$ cat src/rtl/aidan_mcnay_div_arbiter_pkg.sv
`default_nettype none
// ============================================================================
//  Module      : aidan_mcnay_div_arbiter_pkg
//  Description : Shared constants for the divider arbiter: FSM state
//                encodings, requester count and a small one-hot helper.
//  Revision    : 1.0 - initial release
// ============================================================================
package aidan_mcnay_div_arbiter_pkg;

    // FSM state encodings (2-bit)
    localparam logic [1:0] c_ST_IDLE  = 2'd0;
    localparam logic [1:0] c_ST_ISSUE = 2'd1;
    localparam logic [1:0] c_ST_WAIT  = 2'd2;
    localparam logic [1:0] c_ST_RESP  = 2'd3;

    // Number of requesters sharing the divider
    localparam int unsigned c_NUM_REQ = 2;

    // Turn a requester index into its one-hot strobe vector
    function automatic logic [1:0] onehot2(input logic idx);
        return idx ? 2'b10 : 2'b01;
    endfunction

endpackage
`default_nettype wire

$ cat src/rtl/aidan_mcnay_rr_arbiter2.sv
`default_nettype none
// ============================================================================
//  Module      : aidan_mcnay_rr_arbiter2
//  Description : Combinational two-way grant. A lone valid requester always
//                wins; when both are valid the priority pointer decides.
//  Ports       : i_req_val   - request valid per requester
//                i_prio      - requester favoured on contention
//                o_grant     - one-hot grant (all zero when nobody requests)
//                o_grant_idx - index of the granted requester
//  Revision    : 1.0 - initial release
// ============================================================================
module aidan_mcnay_rr_arbiter2
    import aidan_mcnay_div_arbiter_pkg::*;
(
    input  logic [1:0] i_req_val,
    input  logic       i_prio,
    output logic [1:0] o_grant,
    output logic       o_grant_idx
);

    logic w_both;

    assign w_both = &i_req_val;

    // With a single requester, bit 1 alone tells which one it is
    assign o_grant_idx = w_both ? i_prio : i_req_val[1];
    assign o_grant     = (|i_req_val) ? onehot2(o_grant_idx) : 2'b00;

endmodule
`default_nettype wire

$ cat src/rtl/aidan_mcnay_div_arbiter.sv
`default_nettype none
// ============================================================================
//  Module      : aidan_mcnay_div_arbiter
//  Description : Round-robin sequencer sharing one iterative divider between
//                two requesters. One transaction in flight at a time:
//                accept -> issue to divider -> wait result -> respond.
//  Ports       : clk, reset_n          - clock, async active-low reset
//                req_val/req_rdy       - per-requester request handshake
//                req{0,1}_opa/opb      - per-requester dividend / divisor
//                resp_val/resp_rdy     - per-requester response handshake
//                resp_result           - registered result (shared)
//                owner, busy           - current owner index, not-idle flag
//                div_opa/div_opb       - registered operands to the divider
//                div_istream_val/rdy   - divider input handshake
//                div_ostream_val/rdy   - divider output handshake
//                div_result            - divider result
//  Revision    : 1.0 - initial release
// ============================================================================
module aidan_mcnay_div_arbiter
    import aidan_mcnay_div_arbiter_pkg::*;
#(
    parameter int nbits = 31
) (
    input  logic                 clk,
    input  logic                 reset_n,
    input  logic [c_NUM_REQ-1:0] req_val,
    output logic [c_NUM_REQ-1:0] req_rdy,
    input  logic [nbits-1:0]     req0_opa,
    input  logic [nbits-1:0]     req0_opb,
    input  logic [nbits-1:0]     req1_opa,
    input  logic [nbits-1:0]     req1_opb,
    output logic [c_NUM_REQ-1:0] resp_val,
    input  logic [c_NUM_REQ-1:0] resp_rdy,
    output logic [nbits-1:0]     resp_result,
    output logic                 owner,
    output logic                 busy,
    output logic [nbits-1:0]     div_opa,
    output logic [nbits-1:0]     div_opb,
    output logic                 div_istream_val,
    input  logic                 div_istream_rdy,
    input  logic                 div_ostream_val,
    output logic                 div_ostream_rdy,
    input  logic [nbits-1:0]     div_result
);

    logic [1:0]       r_state;
    logic [1:0]       w_state_nxt;
    logic             r_prio;
    logic             r_owner;
    logic [nbits-1:0] r_div_opa;
    logic [nbits-1:0] r_div_opb;
    logic [nbits-1:0] r_resp_result;

    logic [1:0]       w_grant;
    logic             w_grant_idx;
    logic             w_idle;
    logic             w_accept;
    logic             w_capture;
    logic             w_resp_fire;

    aidan_mcnay_rr_arbiter2 u_rr_arb (
        .i_req_val   (req_val),
        .i_prio      (r_prio),
        .o_grant     (w_grant),
        .o_grant_idx (w_grant_idx)
    );

    assign w_idle      = (r_state == c_ST_IDLE);
    // Any valid request in IDLE is granted, so the grant handshake fires
    assign w_accept    = w_idle && (|req_val);
    assign w_capture   = (r_state == c_ST_WAIT) && div_ostream_val;
    // Only the owner's resp_rdy matters; the other requester is ignored
    assign w_resp_fire = (r_state == c_ST_RESP) && resp_rdy[r_owner];

    always_comb begin
        w_state_nxt = r_state;
        case (r_state)
            c_ST_IDLE:  if (w_accept)        w_state_nxt = c_ST_ISSUE;
            c_ST_ISSUE: if (div_istream_rdy) w_state_nxt = c_ST_WAIT;
            c_ST_WAIT:  if (div_ostream_val) w_state_nxt = c_ST_RESP;
            c_ST_RESP:  if (w_resp_fire)     w_state_nxt = c_ST_IDLE;
            default:                         w_state_nxt = c_ST_IDLE;
        endcase
    end

    always_ff @(posedge clk or negedge reset_n) begin
        if (!reset_n) begin
            r_state       <= c_ST_IDLE;
            r_prio        <= 1'b0;
            r_owner       <= 1'b0;
            r_div_opa     <= '0;
            r_div_opb     <= '0;
            r_resp_result <= '0;
        end else begin
            r_state <= w_state_nxt;
            if (w_accept) begin
                r_owner   <= w_grant_idx;
                r_div_opa <= w_grant_idx ? req1_opa : req0_opa;
                r_div_opb <= w_grant_idx ? req1_opb : req0_opb;
            end
            if (w_capture) begin
                r_resp_result <= div_result;
            end
            // Pointer rotates only on a completed response, never on abort
            if (w_resp_fire) begin
                r_prio <= ~r_owner;
            end
        end
    end

    // req_rdy is the only output with a combinational path from inputs
    assign req_rdy         = w_idle ? w_grant : 2'b00;
    assign div_istream_val = (r_state == c_ST_ISSUE);
    assign div_ostream_rdy = (r_state == c_ST_WAIT);
    assign resp_val        = (r_state == c_ST_RESP) ? onehot2(r_owner) : 2'b00;
    assign busy            = !w_idle;
    assign owner           = r_owner;
    assign div_opa         = r_div_opa;
    assign div_opb         = r_div_opb;
    assign resp_result     = r_resp_result;

endmodule
`default_nettype wire
$ cat config.mk
export PLATFORM = sky130hd
export DESIGN_NAME = aidan_mcnay_div_arbiter
export DESIGN_NICKNAME = d
export VERILOG_FILES = /design/src/rtl/aidan_mcnay_div_arbiter_pkg.sv /design/src/rtl/aidan_mcnay_rr_arbiter2.sv /design/src/rtl/aidan_mcnay_div_arbiter.sv
export SDC_FILE = /design/constraint.sdc
export NUM_CORES = 1
export LEC_CHECK = 0
export BUFFER_PORTS_ARGS = -buffer_cell sky130_fd_sc_hd__buf_4
export CAP_MARGIN = 5
export CORE_MARGIN = 5
export CORE_UTILIZATION = 35
export DETAILED_ROUTE_END_ITERATION = 6
export HOLD_SLACK_MARGIN = 0.1
export PLACE_DENSITY = 0.67
export SLEW_MARGIN = 40
export SYNTH_ARGS = -nofsm -noshare
export SYNTH_HDL_FRONTEND = slang
export SYNTH_HIERARCHICAL = 1
export SYNTH_SLANG_ARGS = --single-unit
$ cat constraint.sdc
create_clock -name clk -period 2.32 [get_ports clk]
set_clock_uncertainty 0.05 [all_clocks]
set_input_delay 0.348 -clock clk [delete_from_list [all_inputs] [get_ports clk]]
set_output_delay 0.348 -clock clk [all_outputs]
set_load 0.005 [all_outputs]
==> results.txt <==
The sort of element at the start of the critical path is a flop. Once routing completed, OpenROAD measured the worst setup slack at 0.456 ns. For this design, the sink count on the clock tree is 97. Detailed routing inserted a total of 3577 vias.

In this run, placement finished with an instance count of 783. Measured along the x axis, the die boundary spans 121 um. The tools report the end point of the worst hold path as resp_result[25]. The flip-flop and latch count after synthesis works out to 97. The die covers 14600 um^2. The run gives 3875 as the via count of the first global-routing pass. The flow ran to the end, and the final reports show no timing, DRC or antenna violations. The final count of pins violating max slew was 0.

The tree is rooted in a clkbuf_16. For the pin with the worst max-slew slack, the measured transition is 0.704 ns. The cell count after synthesis came out at 368. STA classifies the critical path endpoint as a primary output. The clock latency of the later-clocked register in the worst-skew pair came out at 0.33 ns. Average wire per standard cell: 15.7 um. The proportion of power drawn by flip-flops and latches is 38.3%, and the leakage power total is 3.51 nW.

The number of buffers inserted by port buffering was 263; the wire length of the first global-routing pass was 19600 um. In this run the power spent charging and discharging nets is 2.53 mW. Dividing total power by cell area gives a power density of 1160 nW/um^2. The worst register-to-register path begins at r_state[1].

The core region is 12100 um^2. The sum of negative setup slack is 0 ns, and the final weighted congestion in routability-driven placement is 0.810. The mean post-synth cell area was 11.7 um^2; the clock share of power was 16.9%. The length in cells of the worst reg-to-reg path is 5.

The repair_antennas step left the layout with diodes totalling 0. Highest fanout seen on the critical path: 5. Setup-violating endpoint count in the final report: 0. The number of synthesis warnings was 6; the number of hold-slack violations in the final timing report was 0. Cell internal power was estimated by the tool at 5.29 mW. The tools report the final wirelength as 12500 um. Detailed placement ended at an HPWL of 10300 um. The start-to-end type of the worst setup path was reg -> out.

In this run, distinct cell masters in the synthesized netlist total 22. The logs give 142 for the initial DRC count and 0 for the number of antenna violations at the first check in global routing. In this run the most critical hold path is launched from div_result[25]. Pin placement for this block handled 264 I/O pins. For the worst setup path, the data required time is 1.92 ns.

Signal routing reaches up to met4. Sequential cells were found to cover 56.3% of the synthesized design area. In this run the worst hold path is classified as in -> reg.

For the filler-free cell count of the finished design, the log shows 799. The longest clock path from root to sink contains 2 buffers. For this run, the post-layout net count is 795.

The fmax came out at 537 MHz. The logs give 1 for the count of hold buffers inserted by post-cts repair and 56.1% for the core occupancy in the finished layout. The total overflow left after global routing is 0.

Setup repair after global routing left no endpoint under its margin. The area growth from synthesis to layout is 56.9%. Global routing consumed, over all layers together, 17.0% of the routing resources. In this run the cell area of the synthesized design comes to 4310 um^2. Summed over all nets, wire length on met2 after detailed routing comes to 6370 um. Dividing the final minimum period by the clock period gives 80.3%.

Across the VDD grid, the largest voltage drop is 414 uV. The logs give 4 for the length of the first detailed-routing pass in iterations and 0 for the count of max-cap constraint violations. Worst slew margin relative to its limit: 52.9%. Net switching is 32.4% of the power.

The run gives 4940 um as the wire length on met1. Clock tree synthesis inserted a total of 9 buffers. At the placement stage, the worst setup path has a slack of 0.511 ns. The die is 121 um tall.

Combinational logic is responsible for 44.8% of the overall power. The worst path in the final design needs a cycle of 1.86 ns, including I/O delays and setup. The run gives 3 as the maximum level of the CTS H-tree.

In the final layout, the share of cells above drive strength 1 is 50.4%. The worst hold path cell count came out at 2. The pin count of the biggest net entering global routing was 63. In the routed design, unresolved DRC markers number 0. The run gives 0 as the number of gates resized after cts.

Using the TritonRoute via totals, the vias-per-cell ratio works out to 4.48. After clock tree synthesis, the clock-pin slew on the worst setup and hold paths is 0.06 ns. The tools report the total design power as 7.83 mW.

In this run the remaining antenna-violating nets after routing total 0. TritonCTS built the clock tree. The data arrival time at the worst-slack endpoint was 1.47 ns. Detailed routing placed a total of 1120 um of wire on met3. The number of nets handed over by synthesis was 536. After filler insertion, the fill cell instance count of the layout stands at 1086. Once the floorplan was initialized, standard cells occupied 35.7% of the core. The worst register-to-register path has a setup slack of 0.50 ns.

The post-CTS repair timing setup buffer count is 0. The endpoint identified for the worst register-to-register timing path is r_state[1]. The total number of placement rows is 40.
==> cells in the mapped netlist <==
library cell	number	share of area, %
dfrtp_1	97	56
nand2_1	65	5.7
mux2i_1	64	15
o21ai_1	55	6.4
mux2_2	31	8.1
buf_2	11	1.3
o21ai_0	9	1.0
clkbuf_1	7	0.61
buf_4	5	0.87
ha_1	5	1.5
inv_1	4	0.35
and2_1	3	0.44
a21boi_1	2	0.35
nor2b_1	2	0.29
a2111oi_4	1	0.64
a21boi_0	1	0.17
a21oi_1	1	0.12
and2b_1	1	0.17
mux2_1	1	0.26
mux2_4	1	0.35
nor2_1	1	0.087
nor3b_1	1	0.17
==> cell families (layout without fill, tap and decap cells) <==
family / Yosys count / in the layout / share of synthesized area [%]
muxes: 97 / 97 / 23.6
AOI/OAI and AO/OA: 69 / 69 / 8.71
buffers and inverters: 27 / 290 / 3.11
and+or+nand+nor: 73 / 73 / 6.82
adders and majority gates: 5 / 5 / 1.45
DFF: 97 / 97 / 56.3
==> worst max-delay path, stage by stage, from the launching register on <==
cell and delay, ns:
dfrtp_1 0.42, inv_1 0.12, ha_1 0.30, and2_1 0.18, buf_4 0.11
==> routing by layer <==
metal | GRT usage (%) | vias up
li1 | - | 1782
met1 | 20.4 | 1626
met2 | 29.7 | 161
met3 | 5.64 | 8
met4 | 3.54 | 0
met5 | 0 | -
==> metrics by stage <==
step	area (um^2)	hold slack [ns]
2_1_floorplan	4310	0.00241
3_3_place_gp	6490	0.344
3_5_place_dp	6490	0.355
4_1_cts	6760	0.185
5_1_grt	6760	0.186
6_report	6760	0.200
==> final cells by class <==
type / instances / area [um^2] / area share (%)
flip-flops and latches: 97 / 2430 / 35.9
repair buffers: 271 / 2070 / 30.7
multi-input cells: 244 / 1770 / 26.2
clock buffers: 12 / 246 / 3.65
well taps: 168 / 210 / 3.11
clock inverters: 3 / 17.5 / 0.259
inverters: 4 / 15.0 / 0.222
==> worst max-delay path by stage <==
stage,slack (ns),endpoint,start,depth (start not counted)
floorplan,0.63,r_state[1],r_state[0],5
detailed placement,0.51,r_state[1],r_state[0],5
CTS,0.44,req_rdy[1],r_state[1],4
finish,0.46,req_rdy[1],r_state[1],4
global placement,0.59,r_state[1],r_state[1],5
global route,0.35,req_rdy[1],r_state[1],4
==> flip-flops by register name, indices dropped and copies added (netlist names) <==
register / cells
div_opa: 31
div_opb: 31
resp_result: 31
r_state: 2
owner: 1
r_prio: 1
==> power by group through the flow <==
stage                     clock network (mW)  logic [mW]  registers [mW]
after floorplan                            0        1.55            3.03
after global placement                     0        3.52            2.99
after detailed placement                   0        3.61            3.03
after CTS                               1.37        3.61            3.01
after global routing                    1.44        3.89            3.11
final                                   1.32        3.51            3.00
==> placed cells by master (no fill, tap or decap), drive strengths merged <==
| master | netlist | layout |
|---|---|---|
| mux2i | 64 | 64 |
| clkbuf | 7 | 12 |
| mux2 | 33 | 33 |
| dlygate4sd3 | 0 | 1 |
| nand2 | 65 | 65 |
| nor2 | 1 | 1 |
| dfrtp | 97 | 97 |
| inv | 4 | 4 |
| clkinv | 0 | 2 |
| a21oi | 1 | 1 |
| nor3b | 1 | 1 |
| o21ai | 64 | 64 |
| clkinvlp | 0 | 1 |
| ha | 5 | 5 |
| buf | 16 | 270 |
| a2111oi | 1 | 1 |
| and2b | 1 | 1 |
| a21boi | 3 | 3 |
| nor2b | 2 | 2 |
| and2 | 3 | 3 |
(Power assumes the default switching activity.)
